### src/rtl/kbd_event_ctrl.sv
// kbd_event_ctrl: turns raw PS/2 set-2 scancode bytes into complete key events.
// E0/F0 prefixes are folded into pending flags, each key code drives one
// registered table lookup, and the finished event is held on a valid/ready port.
module kbd_event_ctrl (
    input  logic       clk,
    input  logic       rst_n,
    input  logic       scan_valid,
    input  logic [7:0] scan_code,
    output logic       scan_ready,
    output logic [7:0] lut_addr,
    input  logic [7:0] lut_data,
    output logic       evt_valid,
    input  logic       evt_ready,
    output logic [7:0] evt_code,
    output logic [7:0] evt_ascii,
    output logic       evt_release,
    output logic       evt_ext,
    output logic       evt_repeat,
    output logic [7:0] key_count,
    output logic       shift_held
);

    typedef enum logic [1:0] {
        ST_IDLE,
        ST_LOOKUP,
        ST_CAPTURE,
        ST_EMIT
    } state_t;

    state_t     state_q,   state_d;
    logic [7:0] lut_addr_q, lut_addr_d;
    logic [7:0] code_q,    code_d;
    logic [7:0] ascii_q,   ascii_d;
    logic       release_q, release_d;
    logic       ext_q,     ext_d;
    logic       repeat_q,  repeat_d;
    logic       valid_q,   valid_d;
    logic [7:0] count_q,   count_d;
    logic       shift_q,   shift_d;
    logic [8:0] held_q,    held_d;
    logic       pend_ext_q, pend_ext_d;
    logic       pend_brk_q, pend_brk_d;

    // Held-key identity is the code together with its extended flag.
    logic [8:0] cap_key;
    logic       cap_repeat;
    logic       lut_is_lower;

    assign cap_key      = {pend_ext_q, code_q};
    assign cap_repeat   = !pend_brk_q && (cap_key == held_q);
    assign lut_is_lower = (lut_data >= 8'h61) && (lut_data <= 8'h7A);

    // Next-state, event capture and key-state tracking.
    always_comb begin
        state_d    = state_q;
        lut_addr_d = lut_addr_q;
        code_d     = code_q;
        ascii_d    = ascii_q;
        release_d  = release_q;
        ext_d      = ext_q;
        repeat_d   = repeat_q;
        valid_d    = valid_q;
        count_d    = count_q;
        shift_d    = shift_q;
        held_d     = held_q;
        pend_ext_d = pend_ext_q;
        pend_brk_d = pend_brk_q;

        case (state_q)
            ST_IDLE: begin
                if (scan_valid) begin
                    if (scan_code == 8'hE0) begin
                        pend_ext_d = 1'b1;
                    end else if (scan_code == 8'hF0) begin
                        pend_brk_d = 1'b1;
                    end else begin
                        lut_addr_d = scan_code;
                        code_d     = scan_code;
                        state_d    = ST_LOOKUP;
                    end
                end
            end
            ST_LOOKUP: begin
                state_d = ST_CAPTURE;
            end
            ST_CAPTURE: begin
                release_d = pend_brk_q;
                ext_d     = pend_ext_q;
                repeat_d  = cap_repeat;
                // Shift state used here is the one before this event.
                if (pend_ext_q) begin
                    ascii_d = '0;
                end else if (shift_q && lut_is_lower) begin
                    ascii_d = lut_data - 8'h20;
                end else begin
                    ascii_d = lut_data;
                end
                if (!pend_brk_q && !cap_repeat) begin
                    held_d  = cap_key;
                    count_d = count_q + 8'd1;
                end else if (pend_brk_q && (cap_key == held_q)) begin
                    held_d = '0;
                end
                if (!pend_ext_q && ((code_q == 8'h12) || (code_q == 8'h59))) begin
                    shift_d = !pend_brk_q;
                end
                pend_ext_d = 1'b0;
                pend_brk_d = 1'b0;
                valid_d    = 1'b1;
                state_d    = ST_EMIT;
            end
            ST_EMIT: begin
                if (valid_q && evt_ready) begin
                    valid_d = 1'b0;
                    state_d = ST_IDLE;
                end
            end
            default: begin
                state_d = ST_IDLE;
            end
        endcase
    end

    // State and event registers; reset discards any partial prefix or event.
    always_ff @(posedge clk or negedge rst_n) begin
        if (!rst_n) begin
            state_q    <= ST_IDLE;
            lut_addr_q <= '0;
            code_q     <= '0;
            ascii_q    <= '0;
            release_q  <= 1'b0;
            ext_q      <= 1'b0;
            repeat_q   <= 1'b0;
            valid_q    <= 1'b0;
            count_q    <= '0;
            shift_q    <= 1'b0;
            held_q     <= '0;
            pend_ext_q <= 1'b0;
            pend_brk_q <= 1'b0;
        end else begin
            state_q    <= state_d;
            lut_addr_q <= lut_addr_d;
            code_q     <= code_d;
            ascii_q    <= ascii_d;
            release_q  <= release_d;
            ext_q      <= ext_d;
            repeat_q   <= repeat_d;
            valid_q    <= valid_d;
            count_q    <= count_d;
            shift_q    <= shift_d;
            held_q     <= held_d;
            pend_ext_q <= pend_ext_d;
            pend_brk_q <= pend_brk_d;
        end
    end

    assign scan_ready  = (state_q == ST_IDLE);
    assign lut_addr    = lut_addr_q;
    assign evt_valid   = valid_q;
    assign evt_code    = code_q;
    assign evt_ascii   = ascii_q;
    assign evt_release = release_q;
    assign evt_ext     = ext_q;
    assign evt_repeat  = repeat_q;
    assign key_count   = count_q;
    assign shift_held  = shift_q;

endmodule

### config.mk
export PLATFORM = sky130hd
export DESIGN_NAME = kbd_event_ctrl
export DESIGN_NICKNAME = d
export VERILOG_FILES = /design/src/rtl/kbd_event_ctrl.sv
export SDC_FILE = /design/constraint.sdc
export NUM_CORES = 1
export LEC_CHECK = 0
export BUFFER_PORTS_ARGS = -buffer_cell sky130_fd_sc_hd__buf_2
export CAP_MARGIN = 20
export CORE_MARGIN = 2
export CORE_UTILIZATION = 40
export CTS_BUF_LIST = sky130_fd_sc_hd__clkbuf_8
export DETAILED_ROUTE_END_ITERATION = 6
export PLACE_DENSITY = 0.77
export SETUP_SLACK_MARGIN = 0.02
export SYNTH_ARGS = -nofsm -noshare
export SYNTH_HDL_FRONTEND = slang
export SYNTH_SLANG_ARGS = --single-unit
### constraint.sdc
create_clock -name clk -period 2.1 [get_ports clk]
set_clock_uncertainty 0.05 [all_clocks]
set_input_delay 0 -clock clk [delete_from_list [all_inputs] [get_ports clk]]
set_output_delay 0 -clock clk [all_outputs]
set_load 0.1 [all_outputs]
==> results.json <==
{
  "grt_max_degree": 25,
  "nFillCells": 459,
  "avgSynthCellArea_sq_um": 10.8,
  "maxCapViolCount": 0,
  "clockBufferDepth": 2,
  "synth_nets": 220,
  "required_ns": 2.26,
  "crit_family": "simple AND/OR/NAND/NOR gates",
  "fin_crit_ns": 2.03,
  "status": "finished, final reports clean",
  "synth_area_sq_mm": 0.00208,
  "ys_types": 39,
  "worstSetupPathType": "reg -> reg",
  "syn2layout_area_growth_pct": 36.2,
  "worst_pin_slew_ns": 0.494,
  "worstSetupStartpointType": "register",
  "path_cells": "xor2_2, nor4_2, nand4_1, ha_4, nand2b_4, o21ai_0",
  "die_w_um": 76.1,
  "final_hold_viol_count": 0,
  "rsz0062_at_grt": "yes",
  "worst-path-buf-inv": 0,
  "clkLatencyLatePin_ns": 0.29,
  "grt_pass1_vias": 1639,
  "nNetsFinal": 297,
  "fmax_mhz": 492,
  "synthSimpleGateAreaFrac": 0.131,
  "slowest_stage": "dfrtp_4",
  "final-setup-viol-count": 0,
  "design.die.area_sq_mm": 0.00579,
  "dr.pass1.iters": 4,
  "drc": 0,
  "gp_congestion": 0.759,
  "cts_buffers": 5,
  "mostFrequentLayoutCell": "buf_2",
  "slew-limit-headroom": 0.673,
  "drt-wirelength-per-cell_um": 14.0,
  "rows": 26,
  "hold_path_class": "in -> reg",
  "ios": 58,
  "synth-xor-area-share": 0.0675,
  "drive_gt1_frac": 0.432,
  "critical_path_arrival_ns": 2.19,
  "antenna_found_initial": 0,
  "synthArstFlopShare": 1.00,
  "finalCritPeriodShare": 0.967,
  "synthMuxAreaShare": 0.0705,
  "overflow": 0,
  "grt_usage": 0.169,
  "syn_inst": 193,
  "cpPeakStageDelay_ns": 0.50,
  "vias": 1705,
  "htreeDepth": 2,
  "io_buffers": 57,
  "worstSetupEndpointType": "register",
  "drtIter0Drc": 71,
  "antenna_left": 0,
  "clk_pin_slew_worst_paths_ns": 0.08,
  "final_cell_mix": "buf_2 (57), dfrtp_1 (34), nand2_1 (17), dlygate4sd3_1 (17), inv_1 (13)",
  "initial_core_util": 0.409,
  "antenna_cells": 0,
  "synth_warnings": 0,
  "die_y_um": 76.1,
  "critPathMaxFanout": 9,
  "final_util": 0.557,
  "root_buffer": "clkbuf_8",
  "slew_viol_final": 0,
  "synth_edf_count": 0,
  "detail_route.wirelength_um": 4770,
  "viasPerCell": 5.00,
  "core_sq_mm": 0.00507,
  "yosys_most_used_dff": "dfrtp_1",
  "yosys.area_share.adder": 0.0422,
  "synth_top_family_by_area": "simple AND/OR/NAND/NOR gates",
  "hpwl_um": 3230,
  "cts_sinks": 42,
  "grt_first_pass_wirelength_um": 7820,
  "ys_seq_area_frac": 0.506,
  "cts_tree": "built",
  "ys_ff_latch": 42,
  "synth_compound_area_frac": 0.118
}
==> state kept, by name, summed over array words and instances (netlist names) <==
signal and count:
state_q 2, pend_brk_q 1, pend_ext_q 1, evt_release 1
evt_ascii 8, evt_ext 1, evt_code 8, held_q 9
evt_valid 1, key_count 8, evt_repeat 1, shift_held 1
==> worst paths after layout <==
check,from,endpoint,slack [ns],cells after the start
worst max-delay path,evt_code[5],held_q[0],0.07,6
worst min-delay path,lut_data[6],evt_ascii[6],0.05,4
worst max register to register,evt_code[5],held_q[0],0.07,6
worst min register to register,key_count[7],key_count[7],0.43,1
max in group asynchronous,rst_n,evt_code[2],1.30,3
min in group asynchronous,rst_n,key_count[2],0.14,2
==> routing by layer <==
layer | vias up | GRT usage | routed length (um)
met5 | - | 0 | 0
met4 | 0 | 0.0545 | 40
met3 | 6 | 0.0332 | 196
met2 | 37 | 0.304 | 2460
met1 | 846 | 0.203 | 2070
li1 | 816 | - | -
==> worst register-to-register path, stage by stage, from the launching register on <==
cell and delay (ns):
dfrtp_4 0.50, xor2_2 0.15, nor4_2 0.32, nand4_1 0.24, ha_4 0.31, nand2b_4 0.19, o21ai_0 0.19
==> what timing repair did <==
| item | in CTS | in global routing |
|---|---|---|
| setup endpoints to repair | 3 | 12 |
| buffers inserted | 0 | 4 |
| pin swaps | 1 | 7 |
| endpoints found under the hold margin | 35 | 0 |
| gates cloned | 0 | 2 |
| hold buffers | 17 | 0 |
| gates resized for setup | 1 | 24 |
==> cells in the mapped netlist, drive strengths merged (2+ instances only) <==
library cell | n | area, sq um
mux2 | 13 | 146
dfrtp | 42 | 1050
nor4 | 2 | 12.5
nand4 | 2 | 12.5
a31oi | 3 | 18.8
a21oi | 2 | 10.0
xor2 | 10 | 87.6
nor2b | 7 | 43.8
ha | 7 | 87.6
inv | 12 | 45.0
nand3 | 5 | 25.0
o22ai | 2 | 12.5
buf | 12 | 77.6
nand2 | 23 | 86.3
nand4b | 2 | 17.5
a31o | 6 | 52.6
nor3 | 3 | 20.0
o21ai | 14 | 73.8
xnor2 | 6 | 52.6
nor2 | 5 | 21.3
a41o | 2 | 20.0
clkbuf | 3 | 11.3
==> cell families after synthesis <==
logic type / Yosys count
mux: 13
xor+xnor: 16
simple gates: 53
flops: 42
fa+ha+maj: 7
compound gates: 35
buf+inv: 27
==> final cells by class <==
cell class                 count  area, sq um  area share
clock buffer                   5         68.8      0.0243
clock inverter                 3         13.8     0.00487
tap                           70         87.6      0.0310
timing repair buffer          83          536       0.189
multi-input combinational    126         1000       0.353
inverter                      12         45.0      0.0159
sequential                    42         1080       0.381
==> through the flow <==
stage	area, sq um	cells	worst slack (ns)	TNS, ns	hold WS, ns
after global routing	2830	341	-0.0197	-0.0718	0.0705
after CTS	2710	335	0.0406	0	0.0458
after detailed placement	2450	310	0.0160	0	-0.0737
final	2830	341	0.0689	0	0.0501
after global placement	2450	310	0.108	0	-0.0713
after floorplan	2140	193	-0.0636	-0.558	-0.346
Power is left out: the tool's default activity adds up to more than one toggle a clock period on the data nets, which glitch-free logic cannot reach.
